### config.mk
export PLATFORM = sky130hd
export DESIGN_NAME = core_mem_port
export DESIGN_NICKNAME = d
export VERILOG_FILES = /design/src/rtl/core_mem_port_pkg.sv /design/src/rtl/core_mem_port_mem_req_fifo.sv /design/src/rtl/core_mem_port.sv
export SDC_FILE = /design/constraint.sdc
export NUM_CORES = 1
export LEC_CHECK = 0
export ABC_AREA = 1
export CAP_MARGIN = 25
export CORE_MARGIN = 3
export CORE_UTILIZATION = 40
export DETAILED_ROUTE_END_ITERATION = 16
export GPL_ROUTABILITY_DRIVEN = 0
export GPL_TIMING_DRIVEN = 0
export PLACE_DENSITY = 0.76
export SLEW_MARGIN = 20
export SYNTH_ARGS = -nofsm -noshare
export SYNTH_HDL_FRONTEND = slang
export SYNTH_HIERARCHICAL = 1
export SYNTH_SLANG_ARGS = --single-unit
### constraint.sdc
create_clock -name clk -period 3.23 [get_ports clk]
set_clock_uncertainty 0.2 [all_clocks]
set_input_delay 0.646 -clock clk [delete_from_list [all_inputs] [get_ports clk]]
set_output_delay 0.646 -clock clk [all_outputs]
set_load 0.01 [all_outputs]
### src/rtl/core_mem_port_pkg.sv
`default_nettype none
// ============================================================================
//  Module      : core_mem_port_pkg
//  Description : Shared sizes, memory-bus enable encodings and port FSM
//                state encodings for the per-core shared-memory initiator.
//  Revision    : 1.0 - initial release
// ============================================================================
package core_mem_port_pkg;

  // Shared register / shared address sizes
  localparam int DATA_W = 8;
  localparam int ADDR_W = 10;

  // Memory request enable encodings, {wr, rd}
  localparam logic [1:0] MEM_EN_IDLE = 2'b00;
  localparam logic [1:0] MEM_EN_RD   = 2'b01;
  localparam logic [1:0] MEM_EN_WR   = 2'b10;

  // Port FSM states
  typedef enum logic [1:0] {
    ST_IDLE     = 2'd0,
    ST_WR       = 2'd1,
    ST_RD       = 2'd2,
    ST_RD_DRAIN = 2'd3
  } port_state_e;

endpackage
`default_nettype wire

### src/rtl/core_mem_port_mem_req_fifo.sv
`default_nettype none
// ============================================================================
//  Module      : mem_req_fifo
//  Description : Two-entry synchronous request FIFO with full/empty flags.
//                Head entry is presented combinationally on o_data.
//  Revision    : 1.0 - initial release
// ============================================================================
module mem_req_fifo
  import core_mem_port_pkg::*;
#(
  parameter int WIDTH = 1 + ADDR_W + DATA_W
) (
  input  logic             clk,
  input  logic             reset,
  input  logic             i_push,
  input  logic [WIDTH-1:0] i_data,
  input  logic             i_pop,
  output logic [WIDTH-1:0] o_data,
  output logic             o_full,
  output logic             o_empty
);

  logic [WIDTH-1:0] r_entry0;
  logic [WIDTH-1:0] r_entry1;
  logic             r_wr_ptr;
  logic             r_rd_ptr;
  logic [1:0]       r_count;
  logic             w_push;
  logic             w_pop;

  // Refused pushes (full) and pops (empty) leave the FIFO untouched
  assign w_push  = i_push && !o_full;
  assign w_pop   = i_pop && !o_empty;
  assign o_full  = (r_count == 2'd2);
  assign o_empty = (r_count == 2'd0);
  assign o_data  = r_rd_ptr ? r_entry1 : r_entry0;

  // Pointer and occupancy tracking
  always_ff @(posedge clk or negedge reset) begin
    if (!reset) begin
      r_wr_ptr <= 1'b0;
      r_rd_ptr <= 1'b0;
      r_count  <= 2'd0;
    end else begin
      if (w_push) r_wr_ptr <= ~r_wr_ptr;
      if (w_pop)  r_rd_ptr <= ~r_rd_ptr;
      case ({w_push, w_pop})
        2'b10:   r_count <= r_count + 2'd1;
        2'b01:   r_count <= r_count - 2'd1;
        default: r_count <= r_count;
      endcase
    end
  end

  // Entry storage written at the write pointer
  always_ff @(posedge clk or negedge reset) begin
    if (!reset) begin
      r_entry0 <= '0;
      r_entry1 <= '0;
    end else if (w_push) begin
      if (r_wr_ptr) r_entry1 <= i_data;
      else          r_entry0 <= i_data;
    end
  end

endmodule
`default_nettype wire

### src/rtl/core_mem_port.sv
`default_nettype none
// ============================================================================
//  Module      : core_mem_port
//  Description : Per-core shared-memory initiator. Buffers up to two core
//                requests, issues one memory request at a time and holds it
//                until the arbiter answers, then returns a registered
//                response. Optional stall timer: MEM_PORT_TIMEOUT_EN.
//  Revision    : 1.0 - initial release
// ============================================================================
module core_mem_port
  import core_mem_port_pkg::*;
#(
  parameter int DATA_W         = core_mem_port_pkg::DATA_W,
  parameter int ADDR_W         = core_mem_port_pkg::ADDR_W,
  parameter int TIMEOUT_CYCLES = 255
) (
  input  logic              clk,
  input  logic              reset,
  input  logic              req_valid,
  output logic              req_ready,
  input  logic              req_we,
  input  logic [ADDR_W-1:0] req_addr,
  input  logic [DATA_W-1:0] req_wdata,
  output logic              resp_valid,
  output logic [DATA_W-1:0] resp_rdata,
  output logic              resp_err,
  output logic [1:0]        mem_enable,
  output logic [ADDR_W-1:0] mem_addr,
  output logic [DATA_W-1:0] mem_wr_data,
  input  logic [DATA_W-1:0] mem_rd_data,
  input  logic              mem_ready
);

  localparam int REQ_W = 1 + ADDR_W + DATA_W;

  port_state_e       r_state;
  port_state_e       w_next_state;
  logic [REQ_W-1:0]  w_head;
  logic              w_full;
  logic              w_empty;
  logic              w_pop;
  logic              w_done_wr;
  logic              w_done_rd;
  logic              w_abort;
  logic              w_timeout;
  logic [1:0]        w_enable;
  logic [ADDR_W-1:0] r_cur_addr;
  logic [DATA_W-1:0] r_cur_wdata;
  logic              r_resp_valid;
  logic [DATA_W-1:0] r_resp_rdata;

  mem_req_fifo #(
    .WIDTH (REQ_W)
  ) u_fifo (
    .clk     (clk),
    .reset   (reset),
    .i_push  (req_valid),
    .i_data  ({req_we, req_addr, req_wdata}),
    .i_pop   (w_pop),
    .o_data  (w_head),
    .o_full  (w_full),
    .o_empty (w_empty)
  );

  assign req_ready   = !w_full;
  assign mem_enable  = w_enable;
  assign mem_addr    = r_cur_addr;
  assign mem_wr_data = r_cur_wdata;
  assign resp_valid  = r_resp_valid;
  assign resp_rdata  = r_resp_rdata;

`ifdef MEM_PORT_TIMEOUT_EN
  localparam int STALL_W = $clog2(TIMEOUT_CYCLES + 1);

  logic [STALL_W-1:0] r_stall;
  logic               r_resp_err;

  // This cycle is the last allowed stall cycle when mem_ready is still low
  assign w_timeout = (r_stall == STALL_W'(TIMEOUT_CYCLES - 1));
  assign resp_err  = r_resp_err;

  // Count issued cycles without mem_ready; restart on each new issue
  always_ff @(posedge clk or negedge reset) begin
    if (!reset) begin
      r_stall <= '0;
    end else if (w_pop) begin
      r_stall <= '0;
    end else if ((r_state == ST_WR || r_state == ST_RD) && !mem_ready) begin
      r_stall <= r_stall + STALL_W'(1);
    end
  end

  // Error flag travels with its response and holds until the next one
  always_ff @(posedge clk or negedge reset) begin
    if (!reset) begin
      r_resp_err <= 1'b0;
    end else if (w_done_wr || w_done_rd || w_abort) begin
      r_resp_err <= w_abort;
    end
  end
`else
  // Without the stall timer the port waits forever and never aborts;
  // TIMEOUT_CYCLES has no influence in this build.
  assign w_timeout = 1'b0;
  assign resp_err  = 1'b0 & (TIMEOUT_CYCLES != 0);
`endif

  // FSM state register
  always_ff @(posedge clk or negedge reset) begin
    if (!reset) r_state <= ST_IDLE;
    else        r_state <= w_next_state;
  end

  // Next state and memory-bus controls; mem_ready only counts in WR/RD
  always_comb begin
    w_next_state = r_state;
    w_pop        = 1'b0;
    w_enable     = MEM_EN_IDLE;
    w_done_wr    = 1'b0;
    w_done_rd    = 1'b0;
    w_abort      = 1'b0;
    case (r_state)
      ST_IDLE: begin
        if (!w_empty) begin
          w_pop        = 1'b1;
          w_next_state = w_head[REQ_W-1] ? ST_WR : ST_RD;
        end
      end
      ST_WR: begin
        w_enable = MEM_EN_WR;
        if (mem_ready) begin
          w_done_wr    = 1'b1;
          w_next_state = ST_IDLE;
        end else if (w_timeout) begin
          w_abort      = 1'b1;
          w_next_state = ST_RD_DRAIN;
        end
      end
      ST_RD: begin
        w_enable = MEM_EN_RD;
        if (mem_ready) begin
          w_done_rd    = 1'b1;
          w_next_state = ST_RD_DRAIN;
        end else if (w_timeout) begin
          w_abort      = 1'b1;
          w_next_state = ST_RD_DRAIN;
        end
      end
      ST_RD_DRAIN: begin
        // A stale ready from a re-grant may show up here and is dropped
        w_next_state = ST_IDLE;
      end
      default: begin
        w_next_state = ST_IDLE;
      end
    endcase
  end

  // Current request register, held stable from issue to completion
  always_ff @(posedge clk or negedge reset) begin
    if (!reset) begin
      r_cur_addr  <= '0;
      r_cur_wdata <= '0;
    end else if (w_pop) begin
      r_cur_addr  <= w_head[DATA_W +: ADDR_W];
      r_cur_wdata <= w_head[DATA_W-1:0];
    end
  end

  // Registered response: pulse valid, keep data until the next response
  always_ff @(posedge clk or negedge reset) begin
    if (!reset) begin
      r_resp_valid <= 1'b0;
      r_resp_rdata <= '0;
    end else begin
      r_resp_valid <= w_done_wr || w_done_rd || w_abort;
      if (w_done_rd) begin
        r_resp_rdata <= mem_rd_data;
      end else if (w_done_wr || w_abort) begin
        r_resp_rdata <= '0;
      end
    end
  end

endmodule
`default_nettype wire

==> out/summary.txt, run 1 <==
# rows: 32
Final nets: 503
post-synthesis sequential area ratio: 0.542
Net Sw Frac: 0.412
RSZ-0062 raised after global routing: no
Final Cycle Share: 0.813
register clock-pin slew on the reported worst setup and hold paths: 0.07 ns
status: complete, no violations
critical path launch point type: flop
Post-route DRC: 0
Yosys reg bits: 71
H-tree Lvls: 3
worst min path class: in -> async
Final Critical Period: 2.62 ns
met3 Track Usage GR: 0.0418
GR met1 Demand/Resource: 0.241
Area growth, synth to finish: 27.8%
GRT busiest layer: met2
Logic pwr share: 0.465
largest net degree at the start of global routing: 37
Detailed Place HPWL: 5610 um
Synth cell types: 22
first-pass GRT wire length: 13000 um
critical path class: reg -> out
power per cell area: 959 mW/mm^2
max-cap violation count: 0
Final Util: 0.533
Root Driver: clkbuf_8
worst IR drop on VDD: 0.356 mV
Place WS: 0.981 ns
Synth Instances: 400
Min Hold Slack: 0.0563 ns
ys flop type: dfrtp_1
FF-to-FF path depth: 14
Reg power frac: 0.381
clock sinks: 71
Synth async-reset ratio: 1.00
Slew Limit Fails: 0
input/output buffers: 59
Antenna diodes: 0
cts hold-fix bufs: 0
die area: 0.00931 sq mm
share of cells above drive strength 1: 0.113
initial antenna violation count: 0
P_int: 2.36 mW
Fillers: 722
initial DRC count: 123
detailed-route via count: 2868
Clock Latency Late Sink: 0.35 ns
io pins: 62
fmax: 0.381 GHz
relative slew slack: 0.649
Area contributors post-synth: dfrtp_1, nand2_1, nand4_1
post-cts resize count: 0
Vias/cell: 4.96
final setup TNS: 0 ns
commonest cells in the netlist: nand2_1, dfrtp_1, nand4_1
CTS tree: built
Die Span Y: 96.5 um
FF-to-FF setup slack: 1.08 ns
actual transition at the worst max-transition pin: 0.526 ns
Worst Path Max Fanout: 10
vias in the first global route: 2713
core area: 0.00785 sq mm
Cells after DPL: 562
Synth area leader: dfrtp_1
Post-synth EDFFs: 0
Starting Density: 0.418
Synthesis Warnings: 6
Arr. time, crit path: 1.78 ns
GR Util met2: 0.288
count leader, synth: nand2_1
endpoints failing setup: 0
netlist area before placement: 0.00328 sq mm
P_sw: 1.65 mW
Final Cell Area: 0.00419 sq mm
clock buffer depth: 2
drt first pass iters: 4
post-synth top area share: 0.542
P_leak: 2.22 nW
DP Area: 0.00401 sq mm
Post-CTS Setup Inserts: 0
Die X-Extent: 96.5 um
Synth Area per Inst: 8.19 sq um
Crit path required time: 2.38 ns
final hold vios: 0
clock network fraction of design power: 0.154
CP endpoint kind: primary output
cts bufs inserted: 9
Routed WL per cell: 13.6 um
Routed WL: 7880 um
DRT antenna net count: 0
PnR worst setup slack: 0.605 ns
GRT overflow: 0
Post-Layout Cell Count: 578
Tot Pwr: 4.02 mW
Synth Net Count: 432
global-route usage over all layers: 0.182
## placed cells by master, fill, tap and decap left out
master / n
a21oi_1: 1
buf_12: 2
buf_2: 11
buf_4: 5
buf_6: 3
clkbuf_1: 4
clkbuf_8: 10
clkdlybuf4s50_1: 58
clkinv_2: 4
clkinv_4: 1
clkinvlp_4: 1
conb_1: 1
dfrtp_1: 71
ha_1: 1
inv_1: 15
inv_2: 3
inv_8: 1
nand2_1: 216
nand2_2: 8
nand2_4: 2
nand3_1: 13
nand3_4: 1
nand4_1: 39
nor2_2: 1
nor2_4: 1
o21ai_0: 2
xnor2_1: 1
## layout make-up
class | instances | area [sq um] | share of cell area
flip-flops and latches | 71 | 1780 | 0.424
multi-input cells | 287 | 1270 | 0.303
repair buffers | 60 | 608 | 0.145
plain buffers | 23 | 154 | 0.0368
clock buffers | 10 | 138 | 0.0329
well taps | 102 | 128 | 0.0305
inverters | 19 | 78.8 | 0.0188
clock inverters | 6 | 36.3 | 0.00867
## final timing paths
check,start,to
setup / recovery,u_fifo/r_count[0]$_DFFE_PN0P_,req_ready
hold / removal,reset,mem_wr_data[0]$_DFFE_PN0P_
setup reg to reg,u_fifo/r_count[1]$_DFFE_PN0P_,u_fifo/r_count[1]$_DFFE_PN0P_
hold reg to reg,u_fifo/r_entry1[1]$_DFFE_PN0P_,u_fifo/r_entry1[1]$_DFFE_PN0P_
max in group asynchronous,reset,u_fifo/r_entry0[15]$_DFFE_PN0P_
min in group clk,u_fifo/r_entry1[1]$_DFFE_PN0P_,u_fifo/r_entry1[1]$_DFFE_PN0P_
## metal layers
| metal | routed length, um | share of wire |
|---|---|---|
| met5 | 0 | 0 |
| met4 | 140 | 0.018 |
| met3 | 609 | 0.077 |
| met2 | 3760 | 0.48 |
| met1 | 3380 | 0.43 |
## state kept, by name, summed over array words and instances (netlist names)
signal and flops:
mem_addr 10, mem_wr_data 8, r_state 2, resp_rdata 8, resp_valid 1, u_fifo/r_count 2, u_fifo/r_entry0 19, u_fifo/r_entry1 19
u_fifo/r_rd_ptr 1, u_fifo/r_wr_ptr 1
## worst max-delay path: stages (launching register included)
cell	delay [ns]
dfrtp_1	0.39
inv_2	0.07
nand2_4	0.10
buf_2	0.23
inv_1	0.06
inv_1	0.05
clkdlybuf4s50_1	0.53
## power by group through the flow
stage                     Clock, mW  Sequential (mW)  Combinational, mW
final                         0.617             1.53               1.87
after global routing          0.672             1.58               2.11
after CTS                     0.633             1.53               1.87
after detailed placement          0             1.54               1.86
after global placement            0             1.52               1.80
after floorplan                   0             1.57               1.12
## kinds of logic (layout without fill, tap and decap cells)
logic type / after synthesis / in the layout / synth area share
XOR/XNOR: 1 / 1 / 0.00267
adder cells (fa/ha/maj): 1 / 1 / 0.00382
AO/OA/AOI/OAI: 3 / 3 / 0.00458
AND/OR/NAND/NOR: 281 / 281 / 0.375
flip-flops: 71 / 71 / 0.542
buffers and inverters: 42 / 118 / 0.0710
other: 1 / 1 / 0.00114
(Power assumes the default switching activity.)
==> inputs of run 2 (changes only) <==
Clock period 3.23 ns to 2.5 ns, I/O delays scaled along.
==> run 2 against run 1 <==
Against the previous run:
- design area grew 0.12%
- flip-flop and latch count unchanged
- worst hold slack better by 0.22 ns
- largest power group unchanged
- highest routed layer unchanged
- clock power rose by 29%
- combinational power up 29%
- wire length down 0.39%
- sequential share of layout area down 0.051 points
- critical endpoint unchanged
- count of clock-buffer cells in the layout unchanged
- global-route usage hardly changed
==> out/summary.txt, run 2 (synthesis results as in run 1) <==
status: complete, no violations
global-route usage over all layers: 0.182 (about the same)
post-cts resize count: 0 (unchanged)
Final Critical Period: 2.32 ns
CTS tree: built
GRT busiest layer: met2
power per cell area: 1240 mW/mm^2 (+29%)
Slew Limit Fails: 0 (unchanged)
final hold vios: 0 (unchanged)
largest net degree at the start of global routing: 37 (unchanged)
Final Cycle Share: 0.928
share of cells above drive strength 1: 0.111 (-0.00210)
Routed WL: 7850 um (-0.39%)
worst IR drop on VDD: 0.459 mV (+29%)
endpoints failing setup: 0 (unchanged)
Arr. time, crit path: 1.62 ns (-0.16 ns)
Die Span Y: 96.5 um (unchanged)
Routed WL per cell: 13.6 um (-0.39%)
Tot Pwr: 5.18 mW (+29%)
GR met1 Demand/Resource: 0.241 (-0.000500)
CP endpoint kind: primary output
Post-CTS Setup Inserts: 0 (unchanged)
fmax: 0.431 GHz
H-tree Lvls: 3 (unchanged)
Min Hold Slack: 0.273 ns (+0.217 ns)
Starting Density: 0.418 (unchanged)
Fillers: 721 (-0.14%)
max-cap violation count: 0 (unchanged)
initial antenna violation count: 0 (unchanged)
Crit path required time: 1.80 ns (-0.58 ns)
input/output buffers: 59 (unchanged)
die area: 0.00931 sq mm (unchanged)
detailed-route via count: 2849 (-0.66%)
Area growth, synth to finish: 27.9%
Final nets: 503 (unchanged)
DRT antenna net count: 0 (unchanged)
most common cell after layout, fill and taps aside: nand2_1
Vias/cell: 4.93 (-0.66%)
critical path launch point type: flop
first-pass GRT wire length: 13000 um (-0.11%)
Final Cell Area: 0.00419 sq mm (+0.12%)
vias in the first global route: 2720 (+0.26%)
critical path class: reg -> out
Root Driver: clkbuf_8
clock buffer depth: 2 (unchanged)
cts bufs inserted: 9 (unchanged)
Detailed Place HPWL: 5610 um (unchanged)
P_leak: 2.22 nW (about the same)
# rows: 32 (unchanged)
register clock-pin slew on the reported worst setup and hold paths: 0.07 ns (about the same)
GR Util met2: 0.288 (unchanged)
DP Area: 0.00401 sq mm (unchanged)
Worst Path Max Fanout: 15 (+5)
Die X-Extent: 96.5 um (unchanged)
worst min path class: reg -> reg
Post-route DRC: 0 (unchanged)
clock sinks: 71 (unchanged)
Antenna diodes: 0 (unchanged)
RSZ-0062 raised after global routing: no
Clock Latency Late Sink: 0.35 ns (about the same)
io pins: 62 (unchanged)
GRT overflow: 0 (unchanged)
initial DRC count: 153 (+24%)
core area: 0.00785 sq mm (unchanged)
drt first pass iters: 4 (unchanged)
commonest non-fill, non-tap cells in the layout: nand2_1, dfrtp_1, clkdlybuf4s50_1, nand4_1, inv_1
met3 Track Usage GR: 0.0418 (unchanged)
==> run 2: changes by cell type in the layout (fill, tap and decap cells not counted), sizes merged <==
| cell | change |
|---|---|
| buf | -1 |
| dlygate4sd3 | +1 |
==> run 2: layer usage <==
| layer | share of wire | up-vias |
|---|---|---|
| li1 | - | 1413 |
| met1 | 0.43 | 1312 |
| met2 | 0.48 | 111 |
| met3 | 0.077 | 13 |
| met4 | 0.017 | 0 |
| met5 | 0 | - |
==> run 2: worst max-delay path, stage by stage, from the launching register on <==
cell             delay, ns
dfrtp_1               0.39
inv_2                 0.07
nand2_4               0.17
inv_1                 0.06
inv_1                 0.05
clkdlybuf4s50_1       0.53
==> run 2: stage by stage <==
step                std cells  utilization  setup WS [ns]  TNS, ns
floorplan                 400            -          0.559        0
global placement          561        0.509          -1.61  -114.19
detailed placement        562        0.511          0.356        0
CTS                       579        0.535         0.0110        0
global route              578        0.534         0.0999        0
finish                    578        0.534          0.180        0
==> run 2: worst paths after layout <==
kind / cells past startpoint / start / endpoint / slack [ns]
setup / recovery: 5 / u_fifo/r_count[0]$_DFFE_PN0P_ / req_ready / 0.18
hold / removal: 2 / u_fifo/r_entry1[1]$_DFFE_PN0P_ / u_fifo/r_entry1[1]$_DFFE_PN0P_ / 0.27
setup reg to reg: 14 / u_fifo/r_count[1]$_DFFE_PN0P_ / u_fifo/r_count[1]$_DFFE_PN0P_ / 0.35
hold reg to reg: 2 / u_fifo/r_entry1[1]$_DFFE_PN0P_ / u_fifo/r_entry1[1]$_DFFE_PN0P_ / 0.27
max in group asynchronous: 3 / reset / u_fifo/r_entry0[3]$_DFFE_PN0P_ / 1.11
min in group asynchronous: 2 / reset / mem_wr_data[0]$_DFFE_PN0P_ / 0.46
==> run 2: power by group <==
group / switching (mW) / internal (mW) / leakage, nW
Sequential: 0.302 / 1.67 / 0.891
Clock: 0.415 / 0.381 / 0.0918
Combinational: 1.42 / 0.993 / 1.24
==> run 2: area by class of cell <==
type | instances | area, sq um | share of cell area
well taps | 102 | 128 | 0.0304
clock inverters | 6 | 36.3 | 0.00866
repair buffers | 61 | 618 | 0.147
clock buffers | 10 | 138 | 0.0328
multi-input cells | 287 | 1270 | 0.302
plain buffers | 22 | 149 | 0.0355
inverters | 19 | 78.8 | 0.0188
flip-flops and latches | 71 | 1780 | 0.424
==> run 2: timing repair <==
action | CTS | global route
hold buffers | 1 | 0
setup endpoints to repair | 0 | 1
hold endpoints to repair | 35 | 0
